===== config.mk =====
export PLATFORM = sky130hd
export DESIGN_NAME = stream_packer_flat
export DESIGN_NICKNAME = d
export VERILOG_FILES = /design/src/rtl/stream_packer_pkg.sv /design/src/rtl/stream_packer_if.sv /design/src/rtl/stream_packer.sv /design/src/flat_wrapper.sv
export SDC_FILE = /design/constraint.sdc
export NUM_CORES = 1
export LEC_CHECK = 0
export CAP_MARGIN = 20
export CORE_MARGIN = 1
export CORE_UTILIZATION = 40
export CTS_BUF_LIST = sky130_fd_sc_hd__clkbuf_2 sky130_fd_sc_hd__clkbuf_4 sky130_fd_sc_hd__clkbuf_8
export CTS_CLUSTER_SIZE = 24
export DETAILED_ROUTE_END_ITERATION = 16
export GPL_ROUTABILITY_DRIVEN = 0
export PLACE_DENSITY = 0.72
export SLEW_MARGIN = 5
export SYNTH_ARGS = -nofsm -noshare
export SYNTH_HDL_FRONTEND = slang
export SYNTH_SLANG_ARGS = --single-unit

===== constraint.sdc =====
create_clock -name clk -period 2.3 [get_ports clk]
set_input_delay 0.345 -clock clk [delete_from_list [all_inputs] [get_ports clk]]
set_output_delay 0.345 -clock clk [all_outputs]
set_load 0.02 [all_outputs]

===== src/rtl/stream_packer_pkg.sv =====
`default_nettype none
// ============================================================================
// Module      : stream_packer_pkg
// Description : Shared FSM state type and width helpers for stream_packer.
// Revision    : 1.0 - initial release
// ============================================================================
package stream_packer_pkg;

    typedef enum logic [0:0] {
        FILL = 1'b0,
        FULL = 1'b1
    } state_t;

    localparam int C_DEF_BIT_WIDTH = 8;
    localparam int C_DEF_NUM_WORDS = 4;

    // The instantiating module derives its lane-index and count widths from these.
    function automatic int idx_width(input int num_words);
        return (num_words > 1) ? $clog2(num_words) : 1;
    endfunction

    function automatic int cnt_width(input int num_words);
        return idx_width(num_words) + 1;
    endfunction

endpackage
`default_nettype wire


===== src/rtl/stream_packer_if.sv =====
`default_nettype none
// ============================================================================
// Module      : stream_packer_if
// Description : Narrow-in / wide-out val/rdy bundle for stream_packer.
//               Adds flush/ostream_cnt when STREAM_PACKER_FLUSH_EN is defined.
// Revision    : 1.0 - initial release
// ============================================================================
interface stream_packer_if
    import stream_packer_pkg::*;
#(
    parameter int P_BIT_WIDTH = C_DEF_BIT_WIDTH,
    parameter int P_NUM_WORDS = C_DEF_NUM_WORDS
);

    logic [P_BIT_WIDTH-1:0]             istream_msg;
    logic                               istream_val;
    logic                               istream_rdy;
    logic [P_BIT_WIDTH*P_NUM_WORDS-1:0] ostream_msg;
    logic                               ostream_val;
    logic                               ostream_rdy;

`ifdef STREAM_PACKER_FLUSH_EN
    localparam int C_CNT_W = cnt_width(P_NUM_WORDS);

    logic               flush;
    logic [C_CNT_W-1:0] ostream_cnt;

    modport master (
        output istream_msg, istream_val, ostream_rdy, flush,
        input  istream_rdy, ostream_msg, ostream_val, ostream_cnt
    );

    modport slave (
        input  istream_msg, istream_val, ostream_rdy, flush,
        output istream_rdy, ostream_msg, ostream_val, ostream_cnt
    );
`else
    modport master (
        output istream_msg, istream_val, ostream_rdy,
        input  istream_rdy, ostream_msg, ostream_val
    );

    modport slave (
        input  istream_msg, istream_val, ostream_rdy,
        output istream_rdy, ostream_msg, ostream_val
    );
`endif

endinterface
`default_nettype wire


===== src/rtl/stream_packer.sv =====
`default_nettype none
// ============================================================================
// Module      : stream_packer
// Description : Packs P_NUM_WORDS narrow val/rdy words into one wide message,
//               lane 0 first. Optional early flush: STREAM_PACKER_FLUSH_EN.
// Revision    : 1.0 - initial release
// ============================================================================
module stream_packer
    import stream_packer_pkg::*;
#(
    parameter int P_BIT_WIDTH = C_DEF_BIT_WIDTH,
    parameter int P_NUM_WORDS = C_DEF_NUM_WORDS
)(
    input  wire logic      clk,
    input  wire logic      async_rst,
    stream_packer_if.slave s
);

    localparam int C_IDX_W = idx_width(P_NUM_WORDS);
    localparam int C_BUS_W = P_BIT_WIDTH * P_NUM_WORDS;
    localparam logic [C_IDX_W-1:0] C_LAST_IDX = C_IDX_W'(P_NUM_WORDS - 1);

    state_t               state_q;
    logic [C_IDX_W-1:0]   idx_q;
    logic [C_BUS_W-1:0]   buf_q;

    logic                   w_in_fire;
    logic                   w_out_fire;
    logic                   w_pack_done;
    logic                   w_flush_go;
    logic                   w_go_full;
    logic [P_BIT_WIDTH-1:0] w_lane0;

    // istream_rdy combinationally follows ostream_rdy while FULL so a new group
    // can start in the same cycle the finished one drains.
    assign s.istream_rdy = (state_q == FILL) || s.ostream_rdy;
    assign s.ostream_val = (state_q == FULL);
    assign s.ostream_msg = buf_q;

    assign w_in_fire   = s.istream_val && s.istream_rdy;
    assign w_out_fire  = s.ostream_val && s.ostream_rdy;
    assign w_pack_done = (state_q == FILL) && w_in_fire && (idx_q == C_LAST_IDX);
    assign w_go_full   = w_pack_done || w_flush_go;
    assign w_lane0     = w_in_fire ? s.istream_msg : '0;

`ifdef STREAM_PACKER_FLUSH_EN
    localparam int C_CNT_W = cnt_width(P_NUM_WORDS);
    localparam logic [C_CNT_W-1:0] C_FULL_CNT = C_CNT_W'(P_NUM_WORDS);

    logic [C_CNT_W-1:0] cnt_q;

    // An empty group never flushes; the word arriving alongside flush is kept.
    assign w_flush_go    = s.flush && (state_q == FILL) && ((idx_q != '0) || w_in_fire);
    assign s.ostream_cnt = cnt_q;

    always_ff @(posedge clk or posedge async_rst) begin
        if (async_rst) begin
            cnt_q <= '0;
        end else if (w_pack_done) begin
            cnt_q <= C_FULL_CNT;
        end else if (w_flush_go) begin
            cnt_q <= {1'b0, idx_q} + C_CNT_W'(w_in_fire);
        end
    end
`else
    assign w_flush_go = 1'b0;
`endif

    always_ff @(posedge clk or posedge async_rst) begin
        if (async_rst) begin
            state_q <= FILL;
            idx_q   <= '0;
            buf_q   <= '0;
        end else begin
            case (state_q)
                FILL: begin
                    if (w_in_fire) begin
                        buf_q[idx_q*P_BIT_WIDTH +: P_BIT_WIDTH] <= s.istream_msg;
                    end
                    if (w_go_full) begin
                        state_q <= FULL;
                        idx_q   <= '0;
                    end else if (w_in_fire) begin
                        idx_q <= idx_q + 1'b1;
                    end
                end
                FULL: begin
                    // Draining clears stale lanes so a flushed short group reads zeros.
                    if (w_out_fire) begin
                        state_q <= FILL;
                        buf_q   <= C_BUS_W'(w_lane0);
                        idx_q   <= w_in_fire ? C_IDX_W'(1) : '0;
                    end
                end
            endcase
        end
    end

endmodule
`default_nettype wire


===== src/flat_wrapper.sv =====
// flat-port wrapper written by rule: the top's interface ports become plain ports
module stream_packer_flat import stream_packer_pkg::*;
#(
    parameter int P_BIT_WIDTH = C_DEF_BIT_WIDTH,
    parameter int P_NUM_WORDS = C_DEF_NUM_WORDS
)
  (clk, async_rst, s_istream_msg, s_istream_val, s_ostream_rdy, s_istream_rdy, s_ostream_msg, s_ostream_val);
  stream_packer_if #(.P_BIT_WIDTH(P_BIT_WIDTH), .P_NUM_WORDS(P_NUM_WORDS)) s_i ();
  input  wire logic clk;
  input  wire logic async_rst;
  input wire logic [$bits(s_i.istream_msg)-1:0] s_istream_msg;
  input wire logic [$bits(s_i.istream_val)-1:0] s_istream_val;
  input wire logic [$bits(s_i.ostream_rdy)-1:0] s_ostream_rdy;
  output wire logic [$bits(s_i.istream_rdy)-1:0] s_istream_rdy;
  output wire logic [$bits(s_i.ostream_msg)-1:0] s_ostream_msg;
  output wire logic [$bits(s_i.ostream_val)-1:0] s_ostream_val;
  assign s_i.istream_msg = s_istream_msg;
  assign s_i.istream_val = s_istream_val;
  assign s_i.ostream_rdy = s_ostream_rdy;
  assign s_istream_rdy = s_i.istream_rdy;
  assign s_ostream_msg = s_i.ostream_msg;
  assign s_ostream_val = s_i.ostream_val;
  stream_packer #(.P_BIT_WIDTH(P_BIT_WIDTH), .P_NUM_WORDS(P_NUM_WORDS)) u_core (.clk(clk), .async_rst(async_rst), .s(s_i));
endmodule

==> results.ini, run 1 <==
[outcome]
status = finished, final reports clean

[yosys]
yosysSeqAreaShare = 0.581
synth_top_area_cell = dfrtp_1
synth_area_leaders = dfrtp_1 58%, a22o_1 14%, o2bb2ai_1 4.6%, ha_1 4.1%, a2111oi_4 3.7%
synth_ff_type = dfrtp_1
syn_area_sq_mm = 0.00151
synth.most_common_cell = dfrtp_1
synth_warnings = 0
syn_area_per_cell_sq_um = 13.1
synth_edf_count = 0
synth-async-reset-ratio = 1.00
synth_cell_types = 24
synth_fp_nets = 132
synth.top_cell.area_share = 0.581
synth_seq_cells = 35
netlist_top_cells_count = 35 x dfrtp_1, 24 x a22o_1, 10 x o21ai_0
syn_inst = 115

[timing]
slew_violations = 0
finClkSkew_ns = 0.00583
setup_violations = 0
tightest_slew_ns = 0.656
hold_slack_ns = 0.437
tns_ns = 0
hold_viol_final = 0
slew_headroom = 0.563
rsz0062_at_grt = no
clock.fmax_ghz = 0.496
fin_ws_ns = 0.285
timing.final.crit_share = 0.876
period_needed_ns = 2.02

[floorplan]
core_area_sq_mm = 0.00347
ios = 46
dieArea_sq_mm = 0.00402
floorplan.initialDensity = 0.435
rows = 21
die_y_microns = 63.4
fp.dieW_microns = 63.4

[critical_path]
critical_path.top_delay_family = compound AO/OA/AOI/OAI gates
cp.arrival_ns = 2.24
startpoint = u_core.idx_q[1]$_DFFE_PP0P_
timing.rr.start = u_core.idx_q[1]$_DFFE_PP0P_
start_kind = register
crit_path_top_delay_cell = a2111oi_4
crit_buf_inv = 1
max_stage_delay_ns = 0.58
worstSetupEndpointType = register
cp_cell_sequence = inv_1, ha_1, or3b_4, a2111oi_4, a22o_1
crit_required_ns = 2.52
path_max_fanout = 8
path_class = reg2reg

[power]
ir_worst_vdd_v = 0.000584
p_leak_nw = 0.940
powerDensity_mw_per_mm2 = 1370
fin_total_pwr_mw = 2.95

[global_routing]
gr-total-overflow = 0
grt_pass1_wl_microns = 6090
grt_usage = 0.198
grt_pass1_vias = 1287
grt_max_degree = 36
antenna_found_initial = 0

[finish]
synthToLayoutAreaGrowth_pct = 43.2
drive_above_1_share = 0.0941
fill_cells = 294
layout.nets = 186
final_util = 0.622
antennaDiodeCount = 0
final_area_sq_mm = 0.00216
final_cells = 216
multi_input_area_sq_um = 597
seqCellArea_sq_um = 876

[clock_tree]
cts-root-buf = clkbuf_8
clk_latency_ns = 0.29
cts_setup_buffers = 0
cts_sinks = 35
ctsHoldBuffers = 0
path_clk_slew_ns = 0.07
numCtsBuffers = 5
cts-resized-gates = 0
cts_tree = yes
clockBufferDepth = 2
htree_levels = 2

[route]
ant_nets = 0
drt-pass1-iter-count = 4
routedWlPerCell_microns = 16.2
wl_microns = 3500
vias = 1174
post-route-drc-count = 0
drt_iter0_drc = 40
detail_route.vias_per_cell = 5.44

[placement]
dp.cells = 208
place_area_sq_mm = 0.00204
dp_slack_ns = 0.231
hpwlAfterDp_microns = 2590
port_buffers = 45

[job]
cap_violations = 0

[hold_path]
hold_path_class = in2async

[layout make-up]
type | count | share of cell area
Sequential cell | 35 | 0.406
Multi-Input combinational cell | 71 | 0.277
Timing Repair Buffer | 50 | 0.226
Clock buffer | 6 | 0.0383
Tap cell | 46 | 0.0267
Clock inverter | 2 | 0.0162
Inverter | 6 | 0.0104
[layout by cell type, fill, tap and decap left out]
cell,Yosys,layout
clkinv_2,0,1
clkdlybuf4s50_1,0,45
dfrtp_1,35,35
buf_4,0,5
nand2b_1,2,2
mux2i_1,1,1
nand2_1,1,1
and3b_1,1,1
nor4b_1,1,1
o2111a_1,1,1
or3b_4,1,1
inv_1,6,6
a21oi_1,4,4
nor2_1,3,3
ha_1,5,5
nor2b_1,2,2
a211oi_1,1,1
clkbuf_8,0,6
and2b_1,1,1
a22o_1,24,24
a32o_1,1,1
and2_0,1,1
bufinv_16,0,1
o2bb2ai_1,8,8
o21ai_0,10,10
a22oi_1,1,1
a2111oi_4,2,2
[kinds of logic (layout without fill, tap and decap cells)]
kind of cell / after synthesis / in the layout / share of synthesized area
compound gates: 52 / 52 / 0.293
buf+inv: 9 / 64 / 0.0232
mux: 1 / 1 / 0.00664
simple gates: 13 / 13 / 0.0548
fa+ha+maj: 5 / 5 / 0.0415
flops: 35 / 35 / 0.581
[sequential cells by signal, indices dropped and copies added (netlist names)]
signal,count
u_core.s.ostream_msg,32
u_core.idx_q,2
u_core.s.ostream_val,1
[power by group]
| part | internal (mW) | switching (mW) | leakage, nW |
|---|---|---|---|
| logic | 0.671 | 0.728 | 0.399 |
| clock network | 0.351 | 0.222 | 0.0612 |
| registers | 0.837 | 0.145 | 0.480 |
[tightest hold or removal path, cell delays in order]
cell and delay, ns:
clkdlybuf4s50_1 0.39, inv_1 0.05, buf_4 0.37
[path summary, 6_finish.rpt]
check                                                             to  slack [ns]  depth (start not counted)
worst max-delay path            u_core.s.ostream_msg[12]$_DFFE_PP0P_        0.28                          5
worst min-delay path                     u_core.idx_q[0]$_DFFE_PP0P_        0.44                          3
worst max register to register  u_core.s.ostream_msg[12]$_DFFE_PP0P_        0.28                          5
worst min register to register   u_core.s.ostream_msg[0]$_DFFE_PP0P_        0.49                          1
max in group asynchronous       u_core.s.ostream_msg[26]$_DFFE_PP0P_        1.55                          3
min in group clk                 u_core.s.ostream_msg[0]$_DFFE_PP0P_        0.49                          1
[metal layers]
layer | wire length, microns | share of wire | GRT usage | up-vias
met1 | 1590 | 0.46 | 0.245 | 591
li1 | - | - | - | 548
met5 | 0 | 0 | 0 | -
met3 | 126 | 0.036 | 0.0507 | 5
met4 | 41 | 0.012 | 0.0795 | 0
met2 | 1730 | 0.50 | 0.326 | 30
(Power assumes the default switching activity.)
==> run 2: changes to the inputs <==
- CORE_UTILIZATION: 40 -> 42
- PLACE_DENSITY: 0.72 -> 0.75
==> run 2 against run 1 <==
Against the previous run: combinational power hardly changed; die area is 4.6% lower; worst setup slack worse by 0.0072 ns; clock-buffer cell count stayed put; sequential power hardly changed.
==> results.ini, run 2 (synthesis results as in run 1) <==
[timing]
slew_violations = 0  ; unchanged
slew_headroom = 0.563  ; about the same
clock.fmax_ghz = 0.494  ; -0.36%
rsz0062_at_grt = no
tns_ns = 0  ; unchanged
tightest_slew_ns = 0.656  ; +0.000260 ns
setup_violations = 0  ; unchanged
timing.final.crit_share = 0.879  ; +0.00314
period_needed_ns = 2.02  ; +0.00722 ns
finClkSkew_ns = 0.00639  ; +0.000557 ns
hold_viol_final = 0  ; unchanged

[floorplan]
die_y_microns = 61.9  ; -2.3%
rows = 21  ; unchanged
floorplan.initialDensity = 0.445  ; +0.0101
core_area_sq_mm = 0.00339  ; -2.3%
fp.dieW_microns = 61.9  ; -2.3%
ios = 46  ; unchanged
dieArea_sq_mm = 0.00383  ; -4.6%

[clock_tree]
cts_setup_buffers = 0  ; unchanged
cts_tree = yes
htree_levels = 2  ; unchanged
ctsHoldBuffers = 0  ; unchanged
cts_sinks = 35  ; unchanged
path_clk_slew_ns = 0.10  ; +0.03 ns
clockBufferDepth = 2  ; unchanged
numCtsBuffers = 5  ; unchanged
cts-resized-gates = 0  ; unchanged
cts-root-buf = clkbuf_4
clk_latency_ns = 0.33  ; +0.04 ns

[critical_path]
worstSetupEndpointType = register
path_class = reg2reg
cp.arrival_ns = 2.30  ; +0.06 ns
crit_required_ns = 2.57  ; +0.05 ns
start_kind = register
path_max_fanout = 8  ; unchanged

[route]
routedWlPerCell_microns = 15.7  ; -3.0%
detail_route.vias_per_cell = 5.38  ; -0.94%
drt-pass1-iter-count = 4  ; unchanged
wl_microns = 3390  ; -3.0%
ant_nets = 0  ; unchanged
drt_iter0_drc = 41  ; +2.5%
vias = 1163  ; -0.94%
post-route-drc-count = 0  ; unchanged

[placement]
hpwlAfterDp_microns = 2490  ; -4.0%
port_buffers = 45  ; unchanged

[global_routing]
grt_usage = 0.207  ; +0.00953
grt_pass1_wl_microns = 5470  ; -10%
grt_max_degree = 36  ; unchanged
antenna_found_initial = 0  ; unchanged
grt_pass1_vias = 1165  ; -9.5%
gr-total-overflow = 0  ; unchanged

[finish]
layout.nets = 186  ; unchanged
final_cell_mix = 45 x clkdlybuf4s50_1, 35 x dfrtp_1, 24 x a22o_1
final_common_cell = clkdlybuf4s50_1
antennaDiodeCount = 0  ; unchanged
synthToLayoutAreaGrowth_pct = 42.3
largest_reg_flops = 32  ; unchanged
drive_above_1_share = 0.0941  ; unchanged

[power]
fin_total_pwr_mw = 2.91  ; -1.3%
powerDensity_mw_per_mm2 = 1360  ; -0.76%
ir_worst_vdd_v = 0.000690  ; +18%
p_leak_nw = 0.935  ; -0.56%

[hold_path]
hold_path_class = in2async

[job]
cap_violations = 0  ; unchanged

[outcome]
status = finished, final reports clean

run 2: worst paths after layout:
path / from / to / slack, ns / cells past startpoint
setup / recovery: u_core.idx_q[1]$_DFFE_PP0P_ / u_core.s.ostream_msg[10]$_DFFE_PP0P_ / 0.28 / 5
hold / removal: async_rst / u_core.s.ostream_msg[19]$_DFFE_PP0P_ / 0.39 / 3
setup reg to reg: u_core.idx_q[1]$_DFFE_PP0P_ / u_core.s.ostream_msg[10]$_DFFE_PP0P_ / 0.28 / 5
hold reg to reg: u_core.s.ostream_msg[5]$_DFFE_PP0P_ / u_core.s.ostream_msg[5]$_DFFE_PP0P_ / 0.50 / 1
max in group asynchronous: async_rst / u_core.s.ostream_msg[10]$_DFFE_PP0P_ / 1.60 / 3
min in group clk: u_core.s.ostream_msg[5]$_DFFE_PP0P_ / u_core.s.ostream_msg[5]$_DFFE_PP0P_ / 0.50 / 1
run 2: metal layers:
| layer | up-vias | GRT usage | wire length, microns |
|---|---|---|---|
| met2 | 30 | 0.335 | 1660 |
| met4 | 0 | 0.0762 | 56 |
| li1 | 548 | - | - |
| met3 | 7 | 0.0725 | 128 |
| met1 | 578 | 0.257 | 1550 |
| met5 | - | 0 | 0 |
run 2: power by group:
group	internal, mW	switching [mW]
combinational	0.670	0.719
sequential	0.835	0.145
clock	0.351	0.193
total	1.86	1.06
run 2: stage by stage:
| step | setup slack, ns | cell area (sq um) | utilization | hold slack (ns) | cells |
|---|---|---|---|---|---|
| 2_1_floorplan | 0.429 | 1510 | - | 0.478 | 115 |
| 3_3_place_gp | 0.281 | 2040 | 0.602 | 0.477 | 208 |
| 3_5_place_dp | 0.206 | 2040 | 0.602 | 0.473 | 208 |
| 4_1_cts | 0.267 | 2150 | 0.633 | 0.402 | 216 |
| 5_1_grt | 0.142 | 2150 | 0.633 | 0.415 | 216 |
| 6_report | 0.277 | 2150 | 0.633 | 0.389 | 216 |
run 2: cell type report:
type	count	area [sq um]
well taps	46	57.6
flip-flops and latches	35	876
multi-input cells	71	597
fillers	276	1240
inverters	6	22.5
repair buffers	50	488
clock inverters	2	60.1
clock buffers	6	45.0
run 2: critical path, cell delays in order (launching register included):
cell	delay, ns
dfrtp_1	0.42
inv_1	0.10
ha_1	0.23
or3b_4	0.42
a2111oi_4	0.59
a22o_1	0.21
